===== src/rtl/mips_defs.sv =====
// Shared MIPS pipeline constants and fetch FSM encoding.
// Pure declarations: no logic, no latency, no flow control.
// Widths here are the defaults picked up by the fetch stage parameters.
package mips_defs;

   localparam int ADDR_WIDTH  = 10;
   localparam int INSTR_WIDTH = 32;
   localparam int PC_STEP     = 4;

   typedef enum logic {
      RUN  = 1'b0,
      SKID = 1'b1
   } fetch_state_t;

endpackage


===== src/rtl/fetch_skid_buffer.sv =====
// One-entry holding register for an instruction, its PC and its valid bit.
// Latency: captured on the edge where load is high, visible the next cycle.
// No flow control of its own; the owner decides when to load or clear.
module fetch_skid_buffer #(
   parameter int ADDR_WIDTH  = mips_defs::ADDR_WIDTH,
   parameter int INSTR_WIDTH = mips_defs::INSTR_WIDTH
) (
   input  logic                   clk,
   input  logic                   reset,
   input  logic                   clear,
   input  logic                   load,
   input  logic [INSTR_WIDTH-1:0] loadInstr,
   input  logic [ADDR_WIDTH-1:0]  loadPC,
   input  logic                   loadValid,
   output logic [INSTR_WIDTH-1:0] skidInstr,
   output logic [ADDR_WIDTH-1:0]  skidPC,
   output logic                   skidValid
);

   // Clear only drops the valid bit; a stale payload is never observed
   // because nothing reads it without a fresh load first.
   always_ff @(posedge clk) begin
      if (reset) begin
         skidInstr <= '0;
         skidPC    <= '0;
         skidValid <= 1'b0;
      end else if (clear) begin
         skidValid <= 1'b0;
      end else if (load) begin
         skidInstr <= loadInstr;
         skidPC    <= loadPC;
         skidValid <= loadValid;
      end
   end

endmodule


===== src/rtl/instruction_fetch.sv =====
// MIPS fetch stage: drives instruction memory and tags each returned word with its PC.
// Latency: 2 cycles from address issue to registered output; one instruction per cycle.
// Backpressure: decode stall freezes outputs; a one-entry skid holds the in-flight word.
module instruction_fetch
   import mips_defs::*;
#(
   parameter int                      ADDR_WIDTH  = mips_defs::ADDR_WIDTH,
   parameter int                      INSTR_WIDTH = mips_defs::INSTR_WIDTH,
   parameter logic [ADDR_WIDTH-1:0]   RESET_PC    = '0
) (
   input  logic                   clk,
   input  logic                   reset,
   output logic [ADDR_WIDTH-1:0]  readAddress,
   input  logic [INSTR_WIDTH-1:0] instruction,
   input  logic                   stall,
   input  logic                   branchTaken,
   input  logic [ADDR_WIDTH-1:0]  branchTarget,
   output logic [INSTR_WIDTH-1:0] fetchedInstruction,
   output logic [ADDR_WIDTH-1:0]  fetchedPC,
   output logic                   fetchValid
);

   fetch_state_t state, nextState;

   logic [ADDR_WIDTH-1:0]  tagPC;
   logic                   inFlight;
   logic [ADDR_WIDTH-1:0]  branchAligned;

   logic                   skidLoad;
   logic                   skidClear;
   logic                   advance;
   logic                   useSkid;
   logic [INSTR_WIDTH-1:0] skidInstr;
   logic [ADDR_WIDTH-1:0]  skidPC;
   logic                   skidValid;

   assign branchAligned = branchTarget & ~ADDR_WIDTH'(3);

   fetch_skid_buffer #(
      .ADDR_WIDTH  (ADDR_WIDTH),
      .INSTR_WIDTH (INSTR_WIDTH)
   ) u_skid (
      .clk       (clk),
      .reset     (reset),
      .clear     (skidClear),
      .load      (skidLoad),
      .loadInstr (instruction),
      .loadPC    (tagPC),
      .loadValid (inFlight),
      .skidInstr (skidInstr),
      .skidPC    (skidPC),
      .skidValid (skidValid)
   );

   always_ff @(posedge clk) begin
      if (reset) begin
         state <= RUN;
      end else begin
         state <= nextState;
      end
   end

   always_comb begin
      nextState = state;
      skidLoad  = 1'b0;
      skidClear = 1'b0;
      advance   = 1'b0;
      useSkid   = 1'b0;
      if (branchTaken) begin
         nextState = RUN;
         skidClear = 1'b1;
      end else begin
         case (state)
            RUN: begin
               if (stall) begin
                  skidLoad  = 1'b1;
                  nextState = SKID;
               end else begin
                  advance = 1'b1;
               end
            end
            SKID: begin
               // Memory re-read readAddress throughout the stall, so releasing
               // from the skid can advance the PC exactly as in RUN.
               if (!stall) begin
                  advance   = 1'b1;
                  useSkid   = 1'b1;
                  nextState = RUN;
               end
            end
            default: nextState = RUN;
         endcase
      end
   end

   always_ff @(posedge clk) begin
      if (reset) begin
         readAddress        <= RESET_PC;
         tagPC              <= '0;
         inFlight           <= 1'b0;
         fetchedInstruction <= '0;
         fetchedPC          <= '0;
         fetchValid         <= 1'b0;
      end else if (branchTaken) begin
         readAddress <= branchAligned;
         inFlight    <= 1'b0;
         fetchValid  <= 1'b0;
      end else if (advance) begin
         if (useSkid) begin
            fetchedInstruction <= skidInstr;
            fetchedPC          <= skidPC;
            fetchValid         <= skidValid;
         end else begin
            fetchedInstruction <= instruction;
            fetchedPC          <= tagPC;
            fetchValid         <= inFlight;
         end
         tagPC       <= readAddress;
         inFlight    <= 1'b1;
         readAddress <= readAddress + ADDR_WIDTH'(PC_STEP);
      end
   end

endmodule

===== config.mk =====
export PLATFORM = sky130hd
export DESIGN_NAME = instruction_fetch
export DESIGN_NICKNAME = d
export VERILOG_FILES = /design/src/rtl/mips_defs.sv /design/src/rtl/fetch_skid_buffer.sv /design/src/rtl/instruction_fetch.sv
export SDC_FILE = /design/constraint.sdc
export NUM_CORES = 1
export LEC_CHECK = 0
export BUFFER_PORTS_ARGS = -buffer_cell sky130_fd_sc_hd__buf_2
export CORE_UTILIZATION = 48
export DETAILED_ROUTE_END_ITERATION = 12
export GPL_ROUTABILITY_DRIVEN = 0
export HOLD_SLACK_MARGIN = 0.12
export PLACE_DENSITY = 0.82
export SLEW_MARGIN = 20
export SYNTH_ARGS = -nofsm -noshare
export SYNTH_HDL_FRONTEND = slang
export SYNTH_SLANG_ARGS = --single-unit

===== constraint.sdc =====
create_clock -name clk -period 1.4 [get_ports clk]
set_input_delay 0.07 -clock clk [delete_from_list [all_inputs] [get_ports clk]]
set_output_delay 0.07 -clock clk [all_outputs]
set_load 0.005 [all_outputs]

Yosys cells after proc, flatten, opt, wreduce, memory -nomap -nowiden
Index checks and enable logic that the tools add are counted.

Order comparisons: 0. $add $sub $neg: 1. Bitwise gates (word level): 2. Equality and inequality tests: 0. Shift-type cells: 0. Multipliers: 0. Reduce and logical (&&, ||, !) cells: 5. Div/mod/pow operators: 0. Mux-type cells: 13.

Operators with widths (count): 2-to-1 mux 32 bit (1); 2-to-1 mux 10 bit (3); adder 10 x 3 -> 10 bit (second input constant) (1); 2-to-1 mux 1 bit (9); AND reduction 2 bit (2); OR reduction 2 bit (2); inverter 1 bit (2); nonzero test 2 bit (1).

Output and inout bits: 53. Bits in registers: 108. Memory bits (writable): 0. Logic and storage cells: 32. Bits in latches: 0. Input bits: 46. ROM bits: 0. Memories: 0.

Longest topological paths before layout
Depth after elaboration: 4. Depth in mapped cells: 6. Depth with buffers taken out: 4.

Modules after synthesis
Synthesis repeated with hierarchy kept, for this count alone.

Cells, all modules: 484. Area total of the unflattened synthesis: 4782.1 µm².

Modules (own cells, without submodules): instruction_fetch (sequential area each 1221.2 µm², instances 1, cells an instance 291, area an instance 2663.8 µm²); fetch_skid_buffer (sequential area each 860.8 µm², instances 1, cells an instance 193, area an instance 2118.3 µm²).

Worst setup path after synthesis
Ideal clock, no wire load.

Path type: register to register. Start: register state. End: register u_skid.skidInstr[10]. Stages on the path, launching flop included: 7. Buffers on the path: 3. Arrival: 1.229 ns. Setup time: 0.132 ns. Data required time: 1.268 ns. Clock period less this slack: 1.362 ns. Path slack: 0.038 ns. Cell sequence: dfxtp_1 > buf_2 > or3b_2 > clkbuf_1 > buf_2 > nand2_1 > a21oi_1.

Longest elaborated chain between the ends: 3.

Ends and longest elaborated chain: from (decl) (RTL line instruction_fetch.sv:23) `fetch_state_t state, nextState;`; from (signal assigned) (RTL line instruction_fetch.sv:59) `state <= nextState;`; 2-to-1 mux 1 bit (RTL line instruction_fetch.sv:73) `case (state)`; 2-to-1 mux 1 bit (RTL line instruction_fetch.sv:69) `if (branchTaken) begin`; AND reduction 2 bit (no source line); to (signal assigned) (RTL line fetch_skid_buffer.sv:30) `skidInstr <= loadInstr;`; to (decl) (RTL line fetch_skid_buffer.sv:15) `output logic [INSTR_WIDTH-1:0] skidInstr,`.

No other way between the ends. A chain may end at the register's enable or synchronous reset.

Worst setup path after layout
Start: register readAddress[5]. End: register readAddress[7].

Longest elaborated chain between the ends: 3.

Ends and longest elaborated chain: from (decl) (RTL line instruction_fetch.sv:13) `output logic [ADDR_WIDTH-1:0] readAddress,`; from (signal assigned) (RTL line instruction_fetch.sv:105) `readAddress <= branchAligned;`; from (signal assigned) (RTL line instruction_fetch.sv:120) `readAddress <= readAddress + ADDR_WIDTH'(PC_STEP);`; adder 10 x 3 -> 10 bit (RTL line instruction_fetch.sv:120); 2-to-1 mux 10 bit (RTL line instruction_fetch.sv:108) `end else if (advance) begin`; 2-to-1 mux 10 bit (RTL line instruction_fetch.sv:104) `end else if (branchTaken) begin`.

No other way between the ends. The select of a mux whose other input is x is not followed.

==> flow_summary.ini <==
[timing]
skew_ns = 0.009514
holdWs_ns = 0.1259
fin_crit_ns = 1.402
fmax_mhz = 713.1
fin_crit_sh_pct = 100.2
finalHoldViolCount = 0
fin_ws_ns = -0.002248
setup_viol = 1
maxSlewViolCount = 0

[worst_hold_path]
min_from = branchTarget[9]
holdPathEnd = readAddress[9]
min_path_type = in -> reg
hold-path-cell-count = 3

[cells_and_area]
final_cell_mix = 102 x nand2_1, 95 x dfxtp_1, 91 x buf_2
regArea_um2 = 2008
instances_no_fill = 695
drive_gt1_share_pct = 22.71
fillers = 675
num-nets-final = 633
antenna_cells = 0
layout.cells.most_common = nand2_1
multiInputGateArea_um2 = 1833
syn_to_final_growth_pct = 31.01

[routing]
ant_nets = 0
drc = 0
drt_iter0_markers = 120
vias = 3629
post_drt_via_cell_ratio = 5.222
routed_wl_um = 9801
first_pass_iters = 5
wl_per_cell_um = 14.10

[power]
power.density_nw_per_um2 = 1078
power.total_mw = 5.684
ir_worst_vdd_mv = 0.4834
leakage_nw = 2.089

[run_status]
violations = negative setup slack
status = finished with violations

[worst_setup_path]
cp_max_fo = 4
rr_endpoint = readAddress[7]
cp_cell_sequence = nand3_1, or4_1, a311oi_2
crit_family = simple AND/OR/NAND/NOR gates
crit_buf_inv = 0
r2r_cells = 3
crit_arrival_ns = 1.66
critPathKind = reg -> reg
reg2reg_slack_ns = -0.002
cp-start-kind = flip-flop
r2r_start = readAddress[5]
slowest_delay_ns = 0.50
crit_slowest_cell = or4_1
required_ns = 1.66
endpoint_kind = flip-flop

[yosys]
ys_seq_elements = 100
synth.avg_cell_area_um2 = 8.696
netlist_area_um2 = 4026
ys_seq_area_share_pct = 49.72
ys_warn_count = 0
syn_inst = 463
post_synth_num_cell_types = 34

[clock_tree]
cts_root_buf = clkbuf_8
cts_max_level = 3
cts_buffer_depth = 2
cts_tree = done
clk_latency_ns = 0.35
cts_num_sinks = 100
clk_transition_reported_paths_ns = 0.09
cts_made_buffers = 9

[global_route]
grtUsageTotal_pct = 22.13
antenna_found_initial = 0
grt_pass1_vias = 3324
overflow = 0
grt_max_degree = 84
grt_pass1_wl_um = 15480

[die]
io_pins = 99
die_area_um2 = 8758
start_util_pct = 49.25
dieHeight_um = 93.59
fp-row-count = 33
core_um2 = 8175
die_w_um = 93.59

[placement]
io_buffer_count = 92
dp_hpwl_um = 5524
numPlacedInstances = 635

[run]
maxCapViolCount = 0
## tightest hold or removal path, stage by stage
cell	delay (ns)
buf_2	0.10
nor2_1	0.14
o311ai_1	0.12
## stage by stage
stage / worst slack, ns / cell area [µm²] / utilization [%] / setup TNS (ns)
2_1_floorplan: 0.03844 / 4038 / - / 0
3_3_place_gp: 0.06443 / 4608 / 56.37 / 0
3_5_place_dp: 0.02510 / 4608 / 56.37 / 0
4_1_cts: 0.02707 / 5229 / 63.96 / 0
5_1_grt: -0.02231 / 5275 / 64.52 / -0.02430
6_report: -0.002248 / 5275 / 64.52 / -0.002248
## area by class of cell
type                    count  area share (%)
clock buffers              11           2.680
flip-flops and latches    100           38.07
clock inverters             4          0.9250
inverters                   3          0.2135
well taps                 105           2.491
multi-input cells         320           34.75
repair buffers            152           20.87
## power breakdown
group / switching (mW) / internal, mW / leakage [nW]
combinational: 0.406 / 0.395 / 1.17
sequential: 0.0863 / 2.99 / 0.821
clock: 0.938 / 0.868 / 0.0996
total: 1.43 / 4.25 / 2.09
## cell families after synthesis
| group | Yosys count | synth area share (%) |
|---|---|---|
| simple gates | 166 | 16.84 |
| other cells | 1 | 0.09314 |
| xor+xnor | 4 | 0.8703 |
| mux | 43 | 10.72 |
| flops | 100 | 49.72 |
| fa+ha+maj | 1 | 0.3107 |
| compound gates | 102 | 15.85 |
| buf+inv | 46 | 5.594 |
## worst max path at each step
| stage | depth (start not counted) | startpoint | slack, ns | endpoint |
|---|---|---|---|---|
| after floorplan | 6 | state | 0.04 | u_skid.skidInstr[10] |
| after global placement | 5 | stall | 0.06 | u_skid.skidInstr[28] |
| after detailed placement | 5 | stall | 0.03 | u_skid.skidInstr[29] |
| after CTS | 4 | readAddress[2] | 0.03 | readAddress[8] |
| after global routing | 3 | readAddress[5] | -0.02 | readAddress[7] |
| final | 3 | readAddress[5] | -0.002 | readAddress[7] |
## registers in the layout, indices dropped and copies added, names as in the netlist
register,flops
u_skid.skidValid,1
tagPC,8
fetchValid,1
u_skid.skidPC,8
state,1
u_skid.skidInstr,32
fetchedInstruction,32
fetchedPC,8
inFlight,1
readAddress,8
## synthesized netlist by cell type
library cell	count	area, µm²
nor3_1	1	5.000
buf_2	18	90.09
nor2b_1	1	6.260
dfxtp_1	100	2002
ha_1	1	12.51
o21ai_0	2	10.01
nand4b_1	2	17.52
or3_1	1	6.260
conb_1	1	3.750
clkbuf_1	19	71.32
xor2_1	2	17.52
o31ai_1	1	7.510
or2_1	1	6.260
mux2i_1	42	420.4
nand4_1	1	6.260
buf_4	4	30.03
nand3_1	2	10.01
xnor2_1	2	17.52
o311ai_1	1	8.760
or4_1	1	7.510
nand2b_1	1	6.260
o2111ai_1	1	8.760
buf_6	2	22.52
mux2_2	1	11.26
and3_1	2	12.51
or4b_1	1	10.01
nand2_1	102	382.9
inv_1	3	11.26
a21oi_1	51	255.2
nor3b_2	1	12.51
a311oi_1	2	17.52
or3b_2	1	8.760
nor2_1	48	180.2
a211oi_1	44	330.3
## metal layers
layer  wire (µm)  up-vias  track usage, %
met5           0        -               0
met2        4902      105           39.71
met4         110        0           6.795
met1        4339     1693           26.95
met3         448       13           3.577
li1            -     1818               -
## what timing repair did
| item | 4_1_cts | 5_1_grt |
|---|---|---|
| hold buffers | 43 | 0 |
| buffers inserted | 0 | 1 |
| endpoints found under the hold margin | 73 | 0 |
| resized for setup | 0 | 6 |
| endpoints found under the setup margin | 0 | 5 |
No activity file was read; power rests on OpenSTA's default activity.
